**config.mk**
```make
export PLATFORM = sky130hd
export DESIGN_NAME = arb_responder
export DESIGN_NICKNAME = d
export VERILOG_FILES = /design/src/rtl/arb_responder.sv
export SDC_FILE = /design/constraint.sdc
export NUM_CORES = 1
export LEC_CHECK = 0
export ABC_AREA = 0
export CAP_MARGIN = 20
export CORE_ASPECT_RATIO = 0.6
export CORE_UTILIZATION = 30
export CTS_CLUSTER_DIAMETER = 80
export DETAILED_ROUTE_END_ITERATION = 8
export SETUP_SLACK_MARGIN = 0.5
export SLEW_MARGIN = 20
export SYNTH_ARGS = -nofsm -noshare
export SYNTH_HDL_FRONTEND = slang
export SYNTH_SLANG_ARGS = --single-unit
```
**constraint.sdc**
```tcl
create_clock -name clk -period 2.05 [get_ports clk]
set_input_delay 0.41 -clock clk [delete_from_list [all_inputs] [get_ports clk]]
set_output_delay 0.41 -clock clk [all_outputs]
set_load 0.005 [all_outputs]
```
**src/rtl/arb_responder.sv**
```systemverilog
// arb_responder: common-bus arbiter responder for the micro-BESM CPU.
// Takes one operation per start strobe and runs it as a req/ack cycle on the
// memory bus: READ, WRITE, or a read-modify-write that ORs the held write
// data into the word just read. rdy (ARBRDY) is high only while idle.
//
// Ports
//   clk, reset_n          clock, async active-low reset
//   start, opc, addr,     operation issue from the microprogram
//   wdata
//   rdata, rdy, err       read data, idle/ready flag, last-op-failed flag
//   mem_req, mem_we,      bus request side
//   mem_addr, mem_wdata
//   mem_ack, mem_rdata    bus response side
//
// state   | meaning
// --------+------------------------------------------------------
// IDLE    | waiting for start; rdy=1
// RD      | read cycle, req high until ack or timeout
// WR      | write cycle of the held data
// RMW_RD  | read phase of RMW-OR
// RMW_GAP | one cycle with req low between RMW read and write
// RMW_WR  | write phase of RMW-OR, data = rdata | hold
module arb_responder #(
  parameter int unsigned TIMEOUT = 255
) (
  input  logic        clk,
  input  logic        reset_n,
  input  logic        start,
  input  logic [3:0]  opc,
  input  logic [31:0] addr,
  input  logic [71:0] wdata,
  output logic [71:0] rdata,
  output logic        rdy,
  output logic        err,
  output logic        mem_req,
  output logic        mem_we,
  output logic [31:0] mem_addr,
  output logic [71:0] mem_wdata,
  input  logic        mem_ack,
  input  logic [71:0] mem_rdata
);

  typedef enum logic [2:0] {
    IDLE    = 3'd0,
    RD      = 3'd1,
    WR      = 3'd2,
    RMW_RD  = 3'd3,
    RMW_GAP = 3'd4,
    RMW_WR  = 3'd5
  } state_t;

  localparam logic [7:0] TO_LIMIT = 8'(TIMEOUT);

  state_t      state, state_nxt;
  logic [7:0]  cnt;
  logic [71:0] hold;
  logic        accept;
  logic        rd_done;
  logic        timeout_hit;

  always_ff @(posedge clk or negedge reset_n) begin
    if (!reset_n) begin
      state <= IDLE;
    end else begin
      state <= state_nxt;
    end
  end

  always_comb begin
    state_nxt   = state;
    mem_req     = 1'b0;
    mem_we      = 1'b0;
    mem_wdata   = '0;
    accept      = 1'b0;
    rd_done     = 1'b0;
    timeout_hit = 1'b0;
    rdy         = (state == IDLE);

    case (state)
      IDLE: begin
        if (start) begin
          accept = 1'b1;
          case (opc)
            4'd1:    state_nxt = RD;
            4'd2:    state_nxt = WR;
            4'd3:    state_nxt = RMW_RD;
            default: state_nxt = IDLE;
          endcase
        end
      end
      RD, RMW_RD: begin
        mem_req = 1'b1;
        // The read phase either completes on ack or aborts; an aborted RMW
        // read goes straight home so no write is issued.
        timeout_hit = !mem_ack && (cnt == TO_LIMIT);
        if (mem_ack) begin
          rd_done   = 1'b1;
          state_nxt = (state == RD) ? IDLE : RMW_GAP;
        end else if (timeout_hit) begin
          state_nxt = IDLE;
        end
      end
      WR: begin
        mem_req     = 1'b1;
        mem_we      = 1'b1;
        mem_wdata   = hold;
        timeout_hit = !mem_ack && (cnt == TO_LIMIT);
        if (mem_ack || timeout_hit) state_nxt = IDLE;
      end
      RMW_GAP: begin
        mem_wdata = rdata | hold;
        state_nxt = RMW_WR;
      end
      RMW_WR: begin
        mem_req     = 1'b1;
        mem_we      = 1'b1;
        mem_wdata   = rdata | hold;
        timeout_hit = !mem_ack && (cnt == TO_LIMIT);
        if (mem_ack || timeout_hit) state_nxt = IDLE;
      end
      default: state_nxt = IDLE;
    endcase
  end

  always_ff @(posedge clk or negedge reset_n) begin
    if (!reset_n) begin
      cnt      <= '0;
      hold     <= '0;
      mem_addr <= '0;
      err      <= 1'b0;
      rdata    <= '0;
    end else begin
      if (accept) begin
        mem_addr <= addr;
        hold     <= wdata;
        cnt      <= '0;
        err      <= (opc > 4'd3);
      end else if (mem_req) begin
        if (mem_ack) begin
          cnt <= '0;
        end else if (timeout_hit) begin
          cnt   <= '0;
          err   <= 1'b1;
          rdata <= '1;
        end else begin
          cnt <= cnt + 8'd1;
        end
      end
      // rdata is left alone by the RMW write phase so it keeps the pre-OR word.
      if (rd_done) rdata <= mem_rdata;
    end
  end

endmodule

```
==> results.md <==
- The count of mapped cells out of synthesis is 540.
- The tool flagged a number of max-cap violations equal to 0.
- Summing every instance area after synthesis gives 7810 µm².
- The area overhead of the layout relative to synthesis is 87.0%.
- The synthesized net count is 725.
- The overflow left after global routing is 0.
- Summing all placed instances gives a cell area of 12100 µm².
- At the end of the flow, the number of nets in the layout was 1209.
- The startpoint identified for the worst hold timing path is mem_addr[19].
- The overall routed net length is 32.3 mm.
- The power per cell area is 901 nW/µm².
- The area occupied by multi-input gates is 3180 µm².
- The number of violations reported at the end of detailed-routing iteration 0 is 484.
- sky130_fd_sc_hd__dfrtp_1 takes more of the synthesized area than any other cell.
- Sorting the synthesized cells by area gives the leading types as sky130_fd_sc_hd__dfrtp_1, sky130_fd_sc_hd__mux2_2, sky130_fd_sc_hd__a22o_1.
- The number of cells on the worst reg-to-reg path is 10.
- Setup repair after global routing could not meet its margin everywhere.
- The number of H-tree levels is 4.
- Once routing completed, OpenROAD measured the worst setup slack at -0.424 ns.
- Port buffering added 363 buffers.
- The post-route non-filler standard cell count is 1389.
- The total number of yosys warnings is 0.
- The share of synthesized area in the top cell type comes to 0.602.
- The count of final max-slew check failures is 0.
- Clock tree synthesis selected as its root buffer the cell sky130_fd_sc_hd__clkbuf_16.
- The clock reaches the later pin of the worst-skew pair after 0.45 ns.
- The time the final worst path needs with I/O delays and setup is 2.47 ns.
- The die is 210 µm wide.
- The critical path contains buffers and inverters numbering 6 combined.
- Counting instances, the worst hold path has a depth of 1.
- The delay of the slowest cell on the worst path is 0.42 ns.
- Leaving out fill and tap cells, the most frequent cells in the layout are sky130_fd_sc_hd__clkdlybuf4s50_1, sky130_fd_sc_hd__dfrtp_1, sky130_fd_sc_hd__o22a_1, sky130_fd_sc_hd__a22o_1, sky130_fd_sc_hd__mux2_4.
- The area taken by flip-flops and latches is 4700 µm².
- The tightest hold path in the finished design has a slack of 0.504 ns.
- The first-pass detailed-route iteration total is 5.
- The number of global-route vias before repair is 6921.
- The path type of the worst setup path is flop to output pin.
- In this run the worst path has a maximum fanout of 6.
- On the final layout, the worst clock skew is 0.0139 ns.
- For this run, the register share of the synthesized area comes to 0.602.
- Static timing analysis puts the maximum clock frequency at 404 MHz.
- Synthesis inferred 188 register bits.
- The leading cell type in the layout, fill and taps excluded is sky130_fd_sc_hd__clkdlybuf4s50_1.
- The launching point of the worst reg2reg path is state[1].
- The clock sink count is 188.
- Once detail routing completed, the nets flagged for antenna violations numbered 0.
- The destination of the worst hold path is mem_addr[19].
- The chip height is 127 µm.
- A synthesized cell averages 14.5 µm².
- The final hold violation count came to 0.
- The setup check on the worst reg-to-reg path leaves a slack of -0.09 ns.
- The worst-case vdd ir drop is 0.000641 V.
- The kind of cell with the highest combined delay along the critical path is buffers and inverters.
- In the routed design, unresolved DRC markers number 0.
- In this run, distinct cell masters in the synthesized netlist total 37.
- The final sum of negative setup slack is -26.62 ns.
- The floorplan has 45 rows.
- The final-layout fill cell count is 2082.
- Setup violations remaining at the end of the flow were counted as 208.
- The nature of the critical path startpoint is a flop.
- The signal on the critical path passes through inv_2 -> nor2_4 -> or2_4 -> buf_12 -> buf_12 -> buf_6 -> buf_6 -> a22o_1 -> buf_2.
- In the routed layout, each cell is associated on average with a via count of 4.99.
- Entering global routing, the biggest net connects 74 pins.
- The post-DP HPWL is 18.5 mm.
- For this design the top-level I/O count stands at 364.
- The placed cell count is 1244.
- The required time of the critical path is 1.64 ns.
- Of the available clock period, the critical path in the final layout requires 1.21.
- For this configuration, the core starts out at a cell density of 0.307.
- In this run the tightest slew margin relative to its limit is 0.678.
- The static leakage is 6.72 nW.
- After floorplanning, the core was sized to cover 25400 µm².
- For the pin with the worst max-slew slack, the measured transition is 0.483 ns.
- The total vias in the final route is 6934.
- The total routing resource utilization after global routing is 0.223.
- The number of antenna violations at the first check in global routing is 2.
- The worst setup path is captured at an output pin.
- The number of antenna diodes in the final layout is 0.
- The post-route cell area is 14600 µm².
- Overall power consumption after layout is estimated at 13.2 mW.
- The capture instance of the worst register-to-register path is hold[13].
- The number of clock buffers added by TritonCTS is 17.
- Clock-pin slew was measured on the worst setup and hold paths at 0.07 ns.
- The congestion estimate from routability-driven global placement came to 0.809.
- STA puts the critical path data arrival time at 2.06 ns.
- The slowest stage of the critical path belongs to the cell sky130_fd_sc_hd__dfrtp_1.
- The run finished, with violations left.
- The wire length per cell is 23.3 µm.
- TritonCTS built the clock tree.
- The first-pass GRT wire length is 44.2 mm.
- The class of the worst hold path is flop to flop.
- Of the cells placed in the final design, the portion with a size suffix greater than 1 is 0.366.
- The die footprint is 26700 µm².
- The clock passes through at most 2 buffers.
- The checks that failed: setup timing.
## worst max path at each step
stage	depth (start not counted)	slack [ns]	start	to
floorplan	6	0.42	state[1]	mem_wdata[0]
global placement	6	-0.18	state[1]	mem_wdata[37]
detailed placement	6	-0.16	state[1]	mem_wdata[37]
CTS	8	-0.46	state[2]	mem_wdata[23]
global route	9	-0.51	state[2]	mem_wdata[62]
finish	9	-0.42	state[2]	mem_wdata[62]
## Yosys cell counts (all sizes together)
cell	number
nand2	4
a32o	1
or3	1
a211oi	1
nor3	3
clkbuf	12
o2bb2ai	1
ha	1
nor3b	1
nor4b	1
a31oi	3
inv	5
a21o	1
buf	31
mux2	105
o211a	1
nand4	1
and4	1
o22ai	1
and2	1
a22o	73
or4	1
or2	2
o311a	1
o21ai	6
o22a	73
and3	2
nand3b	3
nand3	2
a21oi	6
dfrtp	188
nor2	7
## layer usage
metal  GRT usage  share of wire  up-vias  wire length, µm
met2       0.340           0.44      275            14200
met5           0        0.00040        -               13
li1            -              -     3060                -
met3      0.0737          0.075       23             2410
met4      0.0520         0.0087        2              280
met1       0.308           0.48     3574            15500
## layout make-up
cell class | instances | area share
timing repair buffer | 508 | 0.385
sequential | 188 | 0.322
multi-input combinational | 304 | 0.217
clock buffer | 20 | 0.0306
tap | 352 | 0.0301
clock inverter | 12 | 0.0133
inverter | 5 | 0.00146
## power by group
group / internal, mW / leakage [nW] / switching (mW)
clock network: 2.19 / 0.310 / 1.47
registers: 4.61 / 2.19 / 0.704
logic: 2.87 / 4.22 / 1.31
total: 9.67 / 6.72 / 3.49
## what timing repair did
item,in CTS,in global routing
endpoints found under the hold margin,44,0
resized for setup,389,107
pin swaps,14,63
setup buffers,52,27
gates cloned,20,13
setup endpoints to repair,366,367
hold buffers,1,0
## logic make-up (layout without fill, tap and decap cells)
family | Yosys count | after routing | synth area share
AO/OA/AOI/OAI | 168 | 168 | 0.183
flip-flops | 188 | 188 | 0.602
adder cells (fa/ha/maj) | 1 | 1 | 0.00160
AND/OR/NAND/NOR | 30 | 30 | 0.0261
buffers and inverters | 48 | 545 | 0.0362
multiplexers | 105 | 105 | 0.151
## through the flow
step | setup WS, ns | util
2_1_floorplan | 0.416 | -
3_3_place_gp | -0.181 | 0.476
3_5_place_dp | -0.158 | 0.476
4_1_cts | -0.459 | 0.547
5_1_grt | -0.513 | 0.574
6_report | -0.424 | 0.574
## state kept, by name (all words and copies together), names as in the netlist
name	count
err	1
rdata	72
state	3
cnt	8
mem_addr	32
hold	72
Note: power is estimated with default switching activity, not from simulation.
